File: config.mk
export PLATFORM = sky130hd
export DESIGN_NAME = alu_mul_sequencer_flat
export DESIGN_NICKNAME = d
export VERILOG_FILES = /design/src/rtl/alu_mul_sequencer_if.sv /design/src/rtl/alu_mul_sequencer.sv /design/src/flat_wrapper.sv
export SDC_FILE = /design/constraint.sdc
export NUM_CORES = 1
export LEC_CHECK = 0
export BUFFER_PORTS_ARGS = -buffer_cell sky130_fd_sc_hd__buf_2
export CAP_MARGIN = 15
export CORE_ASPECT_RATIO = 2
export CORE_MARGIN = 8
export CORE_UTILIZATION = 40
export CTS_CLUSTER_DIAMETER = 120
export DETAILED_ROUTE_END_ITERATION = 6
export GPL_ROUTABILITY_DRIVEN = 1
export PLACE_DENSITY = 0.68
export SLEW_MARGIN = 20
export SYNTH_ARGS = -nofsm -noshare
export SYNTH_HDL_FRONTEND = slang
export SYNTH_SLANG_ARGS = --single-unit
File: constraint.sdc
create_clock -name clk -period 5.4 [get_ports clk]
set_input_delay 0.27 -clock clk [delete_from_list [all_inputs] [get_ports clk]]
set_output_delay 0.27 -clock clk [all_outputs]
set_load 0.01 [all_outputs]
File: src/rtl/alu_mul_sequencer_if.sv
// Handshake and shared-ALU bundle between the multiply sequencer and the
// datapath that owns the ALU.
interface alu_mul_sequencer_if #(
  parameter int WIDTH = 32
);
  logic             start;
  logic [WIDTH-1:0] mcand;
  logic [WIDTH-1:0] mplier;
  logic             busy;
  logic             done;
  logic [WIDTH-1:0] product;
  logic             alu_req;
  logic [WIDTH-1:0] alu_src1;
  logic [WIDTH-1:0] alu_src2;
  logic [5:0]       alu_operation;
  logic [4:0]       alu_shamt;
  logic [WIDTH-1:0] alu_result;

  // Sequencer side
  modport slave (
    input  start, mcand, mplier, alu_result,
    output busy, done, product, alu_req, alu_src1, alu_src2, alu_operation, alu_shamt
  );

  // Requester / ALU-owning datapath side
  modport master (
    output start, mcand, mplier, alu_result,
    input  busy, done, product, alu_req, alu_src1, alu_src2, alu_operation, alu_shamt
  );
endinterface

File: src/rtl/alu_mul_sequencer.sv
// Shift-and-add 32x32 (low word) multiplier that borrows the shared ALU for
// every add and shift. Define MUL_EARLY_EXIT_EN to stop once no multiplier bits remain.
module alu_mul_sequencer #(
  parameter int         WIDTH  = 32,
  parameter logic [5:0] OP_ADD = 6'd27,
  parameter logic [5:0] OP_SLL = 6'd32
) (
  input logic                 clk,
  input logic                 rst,
  alu_mul_sequencer_if.slave  bus
);

  localparam logic [1:0] S_IDLE  = 2'd0;
  localparam logic [1:0] S_ADD   = 2'd1;
  localparam logic [1:0] S_SHIFT = 2'd2;
  localparam logic [1:0] S_DONE  = 2'd3;

  logic [1:0]       r_state;
  logic [WIDTH-1:0] r_acc;
  logic [WIDTH-1:0] r_mc;
  logic [WIDTH-1:0] r_mp;
  logic [4:0]       r_cnt;
  logic [WIDTH-1:0] r_product;
  logic             w_shift_last;
  logic             w_start_zero;

`ifdef MUL_EARLY_EXIT_EN
  assign w_shift_last = (r_cnt == 5'd31) || (r_mp[WIDTH-1:1] == '0);
  assign w_start_zero = (bus.mplier == '0);
`else
  assign w_shift_last = (r_cnt == 5'd31);
  assign w_start_zero = 1'b0;
`endif

  // NOTE: state registers use non-blocking (<=) so every register samples
  // pre-edge values regardless of statement order.
  always_ff @(posedge clk or posedge rst) begin
    if (rst) begin
      r_state   <= S_IDLE;
      r_acc     <= '0;
      r_mc      <= '0;
      r_mp      <= '0;
      r_cnt     <= '0;
      r_product <= '0;
    end else begin
      case (r_state)
        S_IDLE: begin
          if (bus.start) begin
            r_acc     <= '0;
            r_mc      <= bus.mcand;
            r_mp      <= bus.mplier;
            r_cnt     <= '0;
            r_product <= '0;
            if (w_start_zero)       r_state <= S_DONE;
            else if (bus.mplier[0]) r_state <= S_ADD;
            else                    r_state <= S_SHIFT;
          end
        end
        S_ADD: begin
          r_acc   <= bus.alu_result;
          r_state <= S_SHIFT;
        end
        S_SHIFT: begin
          r_mc  <= bus.alu_result;
          r_mp  <= r_mp >> 1;
          r_cnt <= r_cnt + 5'd1;
          // acc is final here, so product is already valid during DONE
          if (w_shift_last) begin
            r_product <= r_acc;
            r_state   <= S_DONE;
          end else begin
            r_state <= r_mp[1] ? S_ADD : S_SHIFT;
          end
        end
        default: r_state <= S_IDLE;
      endcase
    end
  end

  // NOTE: every output gets a default before the case so no latch is inferred.
  always_comb begin
    bus.alu_req       = 1'b0;
    bus.alu_src1      = '0;
    bus.alu_src2      = '0;
    bus.alu_operation = '0;
    bus.alu_shamt     = '0;
    case (r_state)
      S_ADD: begin
        bus.alu_req       = 1'b1;
        bus.alu_src1      = r_acc;
        bus.alu_src2      = r_mc;
        bus.alu_operation = OP_ADD;
      end
      S_SHIFT: begin
        bus.alu_req       = 1'b1;
        bus.alu_src2      = r_mc;
        bus.alu_operation = OP_SLL;
        bus.alu_shamt     = 5'd1;
      end
      default: ;
    endcase
  end

  assign bus.busy    = (r_state != S_IDLE);
  assign bus.done    = (r_state == S_DONE);
  assign bus.product = r_product;

endmodule

File: src/flat_wrapper.sv
// flat-port wrapper written by rule: the top's interface ports become plain ports
module alu_mul_sequencer_flat 
#(
  parameter int         WIDTH  = 32,
  parameter logic [5:0] OP_ADD = 6'd27,
  parameter logic [5:0] OP_SLL = 6'd32
)
  (clk, rst, bus_start, bus_mcand, bus_mplier, bus_alu_result, bus_busy, bus_done, bus_product, bus_alu_req, bus_alu_src1, bus_alu_src2, bus_alu_operation, bus_alu_shamt);
  alu_mul_sequencer_if #(.WIDTH(WIDTH)) bus_i ();
  input logic clk;
  input logic rst;
  input wire logic [$bits(bus_i.start)-1:0] bus_start;
  input wire logic [$bits(bus_i.mcand)-1:0] bus_mcand;
  input wire logic [$bits(bus_i.mplier)-1:0] bus_mplier;
  input wire logic [$bits(bus_i.alu_result)-1:0] bus_alu_result;
  output wire logic [$bits(bus_i.busy)-1:0] bus_busy;
  output wire logic [$bits(bus_i.done)-1:0] bus_done;
  output wire logic [$bits(bus_i.product)-1:0] bus_product;
  output wire logic [$bits(bus_i.alu_req)-1:0] bus_alu_req;
  output wire logic [$bits(bus_i.alu_src1)-1:0] bus_alu_src1;
  output wire logic [$bits(bus_i.alu_src2)-1:0] bus_alu_src2;
  output wire logic [$bits(bus_i.alu_operation)-1:0] bus_alu_operation;
  output wire logic [$bits(bus_i.alu_shamt)-1:0] bus_alu_shamt;
  assign bus_i.start = bus_start;
  assign bus_i.mcand = bus_mcand;
  assign bus_i.mplier = bus_mplier;
  assign bus_i.alu_result = bus_alu_result;
  assign bus_busy = bus_i.busy;
  assign bus_done = bus_i.done;
  assign bus_product = bus_i.product;
  assign bus_alu_req = bus_i.alu_req;
  assign bus_alu_src1 = bus_i.alu_src1;
  assign bus_alu_src2 = bus_i.alu_src2;
  assign bus_alu_operation = bus_i.alu_operation;
  assign bus_alu_shamt = bus_i.alu_shamt;
  alu_mul_sequencer #(.WIDTH(WIDTH), .OP_ADD(OP_ADD), .OP_SLL(OP_SLL)) u_core (.clk(clk), .rst(rst), .bus(bus_i));
endmodule
### After elaboration in Yosys (flattened, before gate mapping)

Index checks and enable logic that the tools add are counted.

| word-level totals | value |
|---|---|
| register bits after elaboration | 135 |
| bits in latches | 0 |
| bits in writable memories | 0 |
| ROM bits | 0 |
| bits of input ports | 99 |
| output and inout bits | 110 |
| word-level logic and storage cells | 41 |
| memories | 0 |

| operators by class | value |
|---|---|
| add/subtract/negate cells | 1 |
| $mul | 0 |
| div/mod/pow operators | 0 |
| magnitude comparators | 0 |
| equal/unequal tests | 6 |
| shifts and indexed selects | 0 |
| mux-type cells | 20 |
| bitwise logic cells | 0 |
| reductions and logical operators | 8 |

Operators with widths:

| operator | count |
|---|---|
| $pmux 32 s2 | 4 |
| $mux 32 | 6 |
| $pmux 6 s2 | 1 |
| $pmux 5 s2 | 1 |
| $mux 2 | 4 |
| $pmux 2 s3 | 1 |
| $reduce_bool 2->1 | 3 |
| $add 5x1->5 const B | 1 |
| $eq 5x5->1 const B | 1 |
| $mux 5 | 1 |
| $eq 2x2->1 const B | 2 |
| $reduce_and 2->1 | 2 |
| $reduce_and 3->1 | 1 |
| $eq 2x1->1 const B | 1 |
| $logic_not 2->1 | 1 |
| $mux 1 | 2 |
| $ne 2x1->1 const B | 1 |
| $ne 2x2->1 const B | 1 |
| $reduce_or 2->1 | 1 |

### Longest topological paths before layout

| depth | value |
|---|---|
| word-level depth | 3 |
| gate-level depth with buffers | 9 |
| mapped depth without buffers | 6 |

### Least setup slack after synthesis

No wires, ideal clock.

| timing | value |
|---|---|
| path type | register to register |
| from | register u_core.r_state[0] |
| to | register u_core.r_product[0] (netlist: u_core.bus.product[0]) |
| library setup time | 121 ps |
| arrival | 1705 ps |
| data required time | 5279 ps |
| path slack | 3574 ps |
| cell stages (with the launch flop) | 9 |
| path buffers | 3 |
| clock period less this slack | 1826 ps |
| cell sequence | dfrtp_1 inv_1 ha_1 buf_2 mux2_4 and3_4 buf_6 buf_6 a22o_1 |

| between the ends | value |
|---|---|
| cells in the longest elaborated chain, start to end | 3 |
| elaborated cells between the ends (all ways) | 7 |
| classes of those cells | eq/ne: 3; mux: 1; reduce/logical: 3 |

Ends and longest elaborated chain:

| what | RTL line | RTL |
|---|---|---|
| start, declared | alu_mul_sequencer.sv:18 | `logic [1:0] r_state;` |
| start signal, assigned | alu_mul_sequencer.sv:72 | `r_state <= r_mp[1] ? S_ADD : S_SHIFT;` |
| $eq 2x2->1 or $logic_not 2->1 (tied branches) | alu_mul_sequencer.sv:46 | `case (r_state)` |
| $ne 2x1->1 (no source line), or another cell as far along | n/a |  |
| $reduce_and 3->1 (no source line) | n/a |  |
| end signal, assigned | alu_mul_sequencer.sv:69 | `r_product <= r_acc;` |
| end, declared | alu_mul_sequencer.sv:23 | `logic [WIDTH-1:0] r_product;` |

Parallel ways exist; a longest one is shown, timed or not.
A chain may end at the register's enable or synchronous reset.

### Final worst setup path

| timing | value |
|---|---|
| from | register u_core.r_state[0] |
| to | output port bus_alu_operation[5] |

| between the ends | value |
|---|---|
| cells in the longest elaborated chain, start to end | 2 |
| elaborated cells between the ends (all ways) | 3 |
| classes of those cells | eq/ne: 2; mux: 1 |

Ends and longest elaborated chain:

| what | RTL line | RTL |
|---|---|---|
| $eq 2x2->1 or $eq 2x1->1 (tied branches) | alu_mul_sequencer.sv:87 | `case (r_state)` |
| $pmux 6 s2 * | alu_mul_sequencer.sv:87 |  |
| end, declared | flat_wrapper.sv:22 | `output wire logic [$bits(bus_i.alu_operation)-1:0] bus_alu_operation;` |

Every way passes the cells marked *; elsewhere a longest branch is shown, timed or not.

==> results_dict.tcl <==
set metrics [dict create \
    status "complete, no violations" \
    netlist_instances 551 \
    async_flop_share_pct 100 \
    period_share_pct 51.1 \
    synth_warnings 0 \
    synth_compound_area_share_pct 15.6 \
    grtUsageMet2_pct 31.9 \
    final_cell_mix "buf_2, dfrtp_1, nand2_1" \
    clk_latency_ns 0.41 \
    drtPass1Iterations 4 \
    r2r_start "u_core.r_state[0]$_DFFE_PP0P_" \
    drc 0 \
    endpoint_kind "primary output" \
    period_minus_slack_ns 2.76 \
    max_slew_margin_pct 29.0 \
    worst_path_max_delay_cell "buf_4" \
    drtIter0Drc 158 \
    power.density_nw_per_um2 578 \
    die_w_um 104 \
    root_buffer "clkbuf_16" \
    critical_path.cell_chain "inv_1 -> ha_4 -> buf_4 -> buf_2" \
    num_rows 64 \
    intPower_mw 2.80 \
    rr_worst_depth 5 \
    via_count 4839 \
    routabilityCongestion 0.826 \
    finalNetCount 838 \
    cp_top_family "buffers and inverters" \
    synth_top_cell_by_area "dfrtp_1" \
    rsz0062_at_grt "no" \
    busiest_layer "met2" \
    synth_xor_area_share_pct 0.142 \
    tightest_slew_ns 1.04 \
    ys_seq_area_share_pct 54.4 \
    hpwl_mm 13.0 \
    synth-simple-area-share_pct 12.0 \
    combPwrFrac_pct 39.4 \
    hold_start "bus_alu_result[7]" \
    max_stage_delay_ns 0.63 \
    synth_ff_type "dfrtp_1" \
    synth_seq_cells 134 \
    r2r_end "u_core.r_mp[22]$_DFFE_PP0P_" \
    core_sq_um 15200 \
    yosys.cell_types.count 34 \
    ant_nets 0 \
    fillers 1408 \
    maxCapViolCount 0 \
    synth.area.top_cells "dfrtp_1, mux2i_1, a22o_1, and2_1, o21ai_0" \
    antenna_found_initial 2 \
    hold_class "primary input to flop" \
    p_leak_nw 4.07 \
    cts_inserted_buffers 17 \
    setup_viol 0 \
    fmax_mhz 362 \
    met1_usage_pct 17.7 \
    hold_viol 0 \
    grt.total_usage_pct 17.7 \
    cts.sinks 134 \
    io_pins 209 \
    die_h_um 192 \
    fin_tns_setup_ns 0 \
    cts_max_level 4 \
    start_util_pct 40.5 \
    drive_gt1_share_pct 33.5 \
    peakVddDrop_v 0.000312 \
    die_area_sq_um 19900 \
    syn2layout_area_growth_pct 27.2 \
    holdWs_ns 0.101 \
    grt_pass1_vias 5315 \
    synthAdderAreaFrac_pct 1.22 \
    start_kind "flop" \
    synth_top_family_by_area "compound AO/OA/AOI/OAI gates" \
    routed_wirelength_mm 17.6 \
    min_path_cells 2 \
    synth_edf_count 0 \
    pwr-share-clk_pct 26.5 \
    synth_area_sq_um 6170 \
    synth_top_area_share_pct 54.4 \
    cts_tree "built" \
    vias_per_cell 5.12 \
    r2r_slack_ns 3.07 \
    fin_skew_ns 0.0122 \
    post_drt_wl_per_cell_um 18.6 \
    layout_commonest_cell "buf_2" \
    globalRouteOverflowTotal 0 \
    critPathBufInv 3 \
    worst_ep_arrival_time_ns 2.49 \
    avgSynthCellArea_sq_um 11.2 \
    cts_resized 0 \
    ctsHoldBuffers 1 \
    sw_frac_of_total_pct 38.2 \
    grt_pass1_wl_mm 28.1 \
    cp_max_fo 39 \
    muxShareOfSynthArea_pct 10.8 \
    critical_path_required_ns 5.13 \
    clk_pin_slew_ns 0.06 \
    finalMaxSlewViolations 0 \
    clockBufferDepth 2 \
    grt_max_degree 77 \
    min_to "u_core.r_acc[7]$_DFFE_PP0P_" \
    crit_type "flop to primary output" \
    p_seq_share_pct 34.1 \
    io_buffers 203 \
    switchingPower_mw 1.73 \
    post_cts_buffers 0 \
    grt_util_met3_pct 5.17 \
]
==> layer usage <==
layer,vias up,wire (um)
met5,-,0
met4,0,758
met3,35,1010
met2,163,9580
met1,2362,6250
li1,2279,-
==> synthesized netlist by cell type (2+ instances only) <==
master	n
a22o_1	64
clkbuf_1	13
buf_4	14
o21ai_1	6
dfrtp_1	134
buf_6	9
and2_1	64
mux2i_1	65
o21ai_0	61
nand2b_1	2
ha_1	6
clkbuf_2	2
buf_2	14
nand2_1	68
a21o_1	4
nand3_1	2
inv_1	6
==> registers in the layout, summed over array words and instances, names as in the netlist <==
register / flops
u_core.r_cnt: 5
u_core.r_mc: 32
u_core.bus.product: 32
u_core.r_mp: 31
u_core.r_state: 2
u_core.r_acc: 32
==> cell type report <==
class | count | area, sq um | area share, %
flip-flops and latches | 134 | 3350 | 42.7
diodes | 2 | 5.00 | 0.0638
clock buffers | 18 | 429 | 5.47
inverters | 6 | 27.5 | 0.351
well taps | 198 | 248 | 3.16
clock inverters | 14 | 188 | 2.39
repair buffers | 211 | 1080 | 13.7
multi-input cells | 363 | 2520 | 32.1
==> power by group through the flow <==
stage / Clock (mW) / Sequential [mW] / Combinational [mW]
6_report: 1.20 / 1.55 / 1.79
3_5_place_dp: 0 / 1.56 / 1.81
3_3_place_gp: 0 / 1.54 / 1.75
2_1_floorplan: 0 / 1.49 / 1.34
5_1_grt: 1.28 / 1.59 / 1.98
4_1_cts: 1.23 / 1.55 / 1.81
==> kinds of logic after synthesis <==
family / count (synthesis)
buf+inv: 58
mux: 66
fa+ha+maj: 6
flops: 134
compound gates: 140
simple gates: 145
xor+xnor: 1
other cells: 1
==> worst reg2reg max path: cells and delay by family (launching register included) <==
kind            cells  cell delay (ns)
flops               1             0.40
buf+inv             2             0.80
compound gates      1             0.10
mux                 1             0.29
fa+ha+maj           1             0.58
==> how the worst max path moves through the flow <==
stage	start	endpoint	slack (ns)	cells after the start
5_1_grt	u_core.r_state[0]$_DFFE_PP0P_	bus_alu_shamt[0]	2.53	4
3_3_place_gp	u_core.r_state[0]$_DFFE_PP0P_	bus_alu_operation[5]	3.10	4
4_1_cts	u_core.r_state[0]$_DFFE_PP0P_	bus_alu_operation[5]	2.62	4
3_5_place_dp	u_core.r_state[0]$_DFFE_PP0P_	u_core.r_mp[22]$_DFFE_PP0P_	3.05	5
2_1_floorplan	rst	u_core.bus.product[0]$_DFFE_PP0P_	1.55	1
6_report	u_core.r_state[0]$_DFFE_PP0P_	bus_alu_operation[5]	2.64	4
==> through the flow <==
| step | util [%] | area (sq um) | power, mW | instances | setup WS, ns |
|---|---|---|---|---|---|
| after detailed placement | 47.4 | 7210 | 3.37 | 911 | 3.05 |
| after CTS | 51.5 | 7840 | 4.59 | 944 | 2.62 |
| after floorplan | - | 6180 | 2.83 | 555 | 1.55 |
| final | 51.6 | 7850 | 4.54 | 946 | 2.64 |
| after global routing | 51.6 | 7850 | 4.85 | 946 | 2.53 |
| after global placement | 47.4 | 7210 | 3.30 | 911 | 3.10 |
No activity file was read; power rests on OpenSTA's default activity.
